### src/rtl/mul_seq.sv
// Sequencer for an external N x N multiplier: accepts a request, gives the multiplier
// a fresh enable pulse of LAT cycles, captures the product and holds it until it is taken.
module mul_seq #(
  parameter int N   = 4,
  parameter int LAT = N
) (
  input  logic           clk,
  input  logic           rst_n,
  input  logic           req_valid,
  output logic           req_ready,
  input  logic [N-1:0]   req_a,
  input  logic [N-1:0]   req_b,
  output logic           mul_start,
  output logic [N-1:0]   mul_a,
  output logic [N-1:0]   mul_b,
  input  logic [2*N-1:0] mul_y,
  output logic           rsp_valid,
  input  logic           rsp_ready,
  output logic [2*N-1:0] rsp_p,
  output logic [7:0]     op_cnt
);

  localparam int CW = $clog2(LAT + 1);
  localparam logic [CW-1:0] LAST = CW'(LAT - 1);

  if (LAT < 1) begin : g_lat_check
    $error("mul_seq: LAT must be at least 1");
  end

  typedef enum logic [1:0] {IDLE, ARM, RUN, DONE} state_t;

  state_t        state;
  state_t        state_nx;
  logic [CW-1:0] cnt;
  logic          last;

  assign last      = (cnt == LAST);
  assign req_ready = (state == IDLE);

  always_ff @(posedge clk or negedge rst_n) begin
    if (!rst_n) state <= IDLE;
    else        state <= state_nx;
  end

  always_comb begin
    state_nx = state;
    case (state)
      IDLE:    if (req_valid) state_nx = ARM;
      ARM:     state_nx = RUN;
      RUN:     if (last) state_nx = DONE;
      DONE:    if (rsp_ready) state_nx = IDLE;
      default: state_nx = IDLE;
    endcase
  end

  // ARM keeps mul_start low for one cycle so the multiplier always sees a 0->1 enable edge.
  always_ff @(posedge clk or negedge rst_n) begin
    if (!rst_n) begin
      mul_start <= 1'b0;
      mul_a     <= '0;
      mul_b     <= '0;
      rsp_valid <= 1'b0;
      rsp_p     <= '0;
      op_cnt    <= '0;
      cnt       <= '0;
    end else begin
      case (state)
        IDLE: begin
          if (req_valid) begin
            mul_a <= req_a;
            mul_b <= req_b;
          end
        end
        ARM: begin
          mul_start <= 1'b1;
          cnt       <= '0;
        end
        RUN: begin
          cnt <= cnt + CW'(1);
          if (last) begin
            rsp_p     <= mul_y;
            rsp_valid <= 1'b1;
            mul_start <= 1'b0;
          end
        end
        DONE: begin
          if (rsp_ready) begin
            rsp_valid <= 1'b0;
            op_cnt    <= op_cnt + 8'd1;
          end
        end
        default: ;
      endcase
    end
  end

endmodule

### config.mk
export PLATFORM = sky130hd
export DESIGN_NAME = mul_seq
export DESIGN_NICKNAME = d
export VERILOG_FILES = /design/src/rtl/mul_seq.sv
export SDC_FILE = /design/constraint.sdc
export NUM_CORES = 1
export LEC_CHECK = 0
export ABC_CLOCK_PERIOD_IN_PS = 2600
export BUFFER_PORTS_ARGS = -buffer_cell sky130_fd_sc_hd__buf_2
export CORE_MARGIN = 10
export CORE_UTILIZATION = 55
export CTS_BUF_LIST = sky130_fd_sc_hd__clkbuf_8
export DETAILED_ROUTE_END_ITERATION = 16
export GPL_TIMING_DRIVEN = 0
export PLACE_DENSITY = 0.87
export SYNTH_ARGS = -nofsm -noshare
export SYNTH_HDL_FRONTEND = slang
export SYNTH_SLANG_ARGS = --single-unit
### constraint.sdc
create_clock -name clk -period 2.6 [get_ports clk]
set_input_delay 0.13 -clock clk [delete_from_list [all_inputs] [get_ports clk]]
set_output_delay 0.13 -clock clk [all_outputs]
set_load 0.005 [all_outputs]
* Word-level counts from Yosys, hierarchy flattened
Cells that the tools add are included.
** Cells by class
- Add/subtract/negate cells :: 2
- Eq/ne operators :: 7
- Mux-type cells :: 10
- Reductions and logical operators :: 9
** Operators with widths (number)
- adder 8 x 1 -> 8 bit, second input constant :: 1
- case mux 2 bit (4 select lines) :: 1
- AND reduction 2 bit :: 4
- two-way mux 2 bit :: 3
- inequality test 2 bit, second input constant :: 3
- case mux 3 bit (2 select lines) :: 1
- AND reduction 3 bit :: 2
- equality test 2 bit, second input constant :: 2
- case mux 1 bit (2 select lines) :: 2
- nonzero test 2 bit :: 2
- adder 3 x 1 -> 3 bit, second input constant :: 1
- equality test 3 x 2 -> 1 bit, second input constant :: 1
- two-way mux 1 bit :: 3
- equality test 2 x 1 -> 1 bit, second input constant :: 1
- zero test 2 bit :: 1
** Storage, ports and cells
- Bits in registers :: 31
- Input bits :: 20
- Output and inout bits :: 27
- Word-level logic and storage cells :: 36

* Logic depth before layout (Yosys ltp)
- Depth after elaboration :: 3
- Gate-level depth with buffers :: 5
- Depth with buffers taken out :: 5

* Worst setup path after synthesis
OpenSTA, ideal clock, no wires.
- Path kind :: register -> register
- From :: register state[0]
- To :: register state[1]
- Library setup time :: 125 ps
- Data arrival time :: 1341 ps
- Required time :: 2475 ps
- Path slack :: 1134 ps
- Stages on the path, launching flop included :: 6
- Path buffers :: 1
- Period minus slack after synthesis :: 1466 ps
- Cells stage by stage :: dfrtp_1 -> inv_1 -> ha_1 -> buf_6 -> a221oi_4 -> mux2_4
** Between the ends
- Cells in the longest elaborated chain, start to end :: 3
- Elaborated cells between the ends (all ways) :: 9
- Those cells by class :: eq/ne (6); mux (1); reduce/logical (2)
** RTL lines
- from (decl) :: RTL line 32 : state_t state;
- from (signal assigned) :: RTL line 42 : else state <= state_nx;
- equality test 2 bit / zero test 2 bit (equally long branches) :: RTL line 47 : case (state)
- inequality test 2 bit (no line)
- AND reduction 3 bit (no line)
Several ways; a longest one is shown, not always the timed one.
A chain may end at the register's enable or synchronous reset.

* Worst setup path after layout
Same ends and word-level chain as after synthesis.

==> results_dict.tcl <==
set metrics [dict create \
    outcome "complete, no violations" \
    cp_data_required_time_ns 2.76 \
    worst_pin_slew_ns 0.643 \
    avgSynthCellArea_um2 13.9 \
    cts-resized-gates 0 \
    ys_top_cells_by_area "dfrtp_1, mux2_2, ha_1" \
    place_inst 176 \
    fin_crit_ns 1.54 \
    die_w_um 70.2 \
    start_kind "flop" \
    drtIter0Drc 13 \
    syn_to_final_growth_pct 28.5 \
    num_vias 946 \
    synth_top_area_share_pct 56.0 \
    regArea_um2 776 \
    synth_cell_types 25 \
    cts_tree "yes" \
    post_cts_buffers 0 \
    post_drt_wl_per_cell_um 14.8 \
    grt_pass1_vias 1033 \
    fill_cells 180 \
    critPathSlowestCell "dfrtp_1" \
    hold_path_depth 2 \
    layout-drive-gt1-share_pct 51.6 \
    hpwl_um 2250 \
    syn_area_um2 1390 \
    power_leakage_nw 0.892 \
    crit_path_max_incr_delay_ns 0.39 \
    grt_max_degree 32 \
    htreeDepth 2 \
    fmax_mhz 647 \
    ys_seq_area_share_pct 56.0 \
    post-route-util_pct 73.2 \
    grt_setup_unrepaired "false" \
    route.met3.wl_um 230 \
    core_area_um2 2430 \
    synth_top_area_cell "dfrtp_1" \
    r2r_start "state[0]" \
    critical_path_class "reg2reg" \
    synth_nets 128 \
    min_path_type "in2reg" \
    insertion_delay_ns 0.28 \
    drv_cap 0 \
    r2r_end "state[1]" \
    overflow 0 \
    die_h_um 70.2 \
    antennaDiodeCount 0 \
    dr.pass1.iters 4 \
    cp_max_fo 8 \
    route.detailed.drc 0 \
    instances_no_fill 185 \
    synth_async_sr_flop_share_pct 100 \
    hold_end "mul_b[3]" \
    final_common_cell "buf_2" \
    cts-root-buf "clkbuf_8" \
    track_usage_pct 11.6 \
    irDropWorstVdd_v 0.00100 \
    cts_buffer_depth 2 \
    r2r_slack_ns 1.06 \
    clock_sinks 31 \
    clock_skew_ns 0.00637 \
    crit_path_end_kind "flop" \
    final-hold-violation-count 0 \
    wl_met1_um 1170 \
    top_layer "met4" \
    port_buffers 46 \
    rows 18 \
    ys_warn_count 0 \
    finalSetupTns_ns 0 \
    synth_ff_type "dfrtp_1" \
    finalWeightedCongestion 0.751 \
    synth_edf_count 0 \
    hp-start "req_b[3]" \
    layout.nets 182 \
    power.density_nw_per_um2 1140 \
    drt-total-wl_um 2730 \
    wl_met2_um 1300 \
    start_util_pct 56.9 \
    antenna_found_initial 0 \
    arrival_ns 1.70 \
    ant_nets 0 \
    synth_seq_cells 31 \
    routed_via_density 5.11 \
    final_cell_mix "buf_2, dfrtp_1, mux2_2" \
    syn_inst 100 \
    die_area_um2 4930 \
    relSlewSlack_pct 57.1 \
    slew_violations 0 \
    num_io_pins 47 \
    clk_pin_slew_ns 0.06 \
    cts_buffers 5 \
    fin_crit_sh_pct 59.4 \
    grt_pass1_wl_um 4720 \
    rr_worst_depth 5 \
    cp_cell_sequence "inv_1 -> ha_1 -> buf_6 -> a221oi_4 -> mux2_4" \
    setup_viol 0 \
    power_w 0.00203 \
    multi_input_area_um2 568 \
]
## report_power, final
part	total [W]	internal (W)	switching, W	leakage (nW)
Clock	0.000474	0.000309	0.000165	0.0612
Combinational	0.000740	0.000419	0.000322	0.454
Sequential	0.000813	0.000682	0.000132	0.377
## repair_timing
item | in CTS | in global routing
hold endpoints to repair | 31 | 0
setup endpoints to repair | 0 | 0
hold buffers | 1 | 0
## worst max-delay path: cells and delay by family, from the launching register on
family          cells  cell delay [ns]
mux                 1             0.32
fa+ha+maj           1             0.21
flops               1             0.39
buf+inv             2             0.22
compound gates      1             0.29
## cell usage after synthesis, drive strengths merged (2+ instances only)
cell,count
mux2,18
nand4,3
xnor2,5
nor2,2
inv,8
nand3,3
ha,8
o21ai,3
nand2,6
dfrtp,31
xor2,2
## stage by stage
stage	setup WS, ns	instance area (µm²)	hold slack [ns]
2_1_floorplan	1.13	1390	-0.166
3_3_place_gp	1.10	1650	0.191
3_5_place_dp	1.05	1650	0.193
4_1_cts	1.05	1780	0.0733
5_1_grt	0.972	1780	0.0748
6_report	1.06	1780	0.0825
## cell type report
type	count	area share, %
tap	30	2.11
sequential	31	43.6
clock inverter	2	1.97
timing repair buffer	47	13.5
multi-input combinational	60	31.9
buffer	1	0.632
inverter	8	1.69
clock buffer	6	4.64
## flip-flops by register name (all words and copies together) (netlist names)
| register | flops |
|---|---|
| op_cnt | 8 |
| rsp_p | 8 |
| mul_a | 4 |
| mul_b | 4 |
| cnt | 3 |
| state | 2 |
| mul_start | 1 |
| rsp_valid | 1 |
## kinds of logic (layout without fill, tap and decap cells)
| kind of cell | count (synthesis) | after routing | share of synthesized area [%] |
|---|---|---|---|
| simple gates | 19 | 19 | 8.76 |
| mux | 19 | 19 | 15.6 |
| buf+inv | 9 | 64 | 2.98 |
| fa+ha+maj | 8 | 8 | 7.23 |
| xor+xnor | 7 | 7 | 4.43 |
| flops | 31 | 31 | 56.0 |
| compound gates | 7 | 7 | 4.97 |
## how the worst max path moves through the flow
| stage | start | end | slack [ns] | cells after the start |
|---|---|---|---|---|
| 6_report | state[0] | state[1] | 1.06 | 5 |
| 5_1_grt | state[0] | state[1] | 0.97 | 5 |
| 4_1_cts | state[0] | state[1] | 1.05 | 5 |
| 3_5_place_dp | state[0] | state[1] | 1.05 | 5 |
| 3_3_place_gp | state[0] | state[1] | 1.10 | 5 |
| 2_1_floorplan | state[0] | state[1] | 1.13 | 5 |
## layer usage
metal  vias up  track usage (%)
met1       451             13.0
met4         0             4.61
met5         -                0
li1        456                -
met2        36             18.6
met3         3             5.51
(Power assumes the default switching activity.)
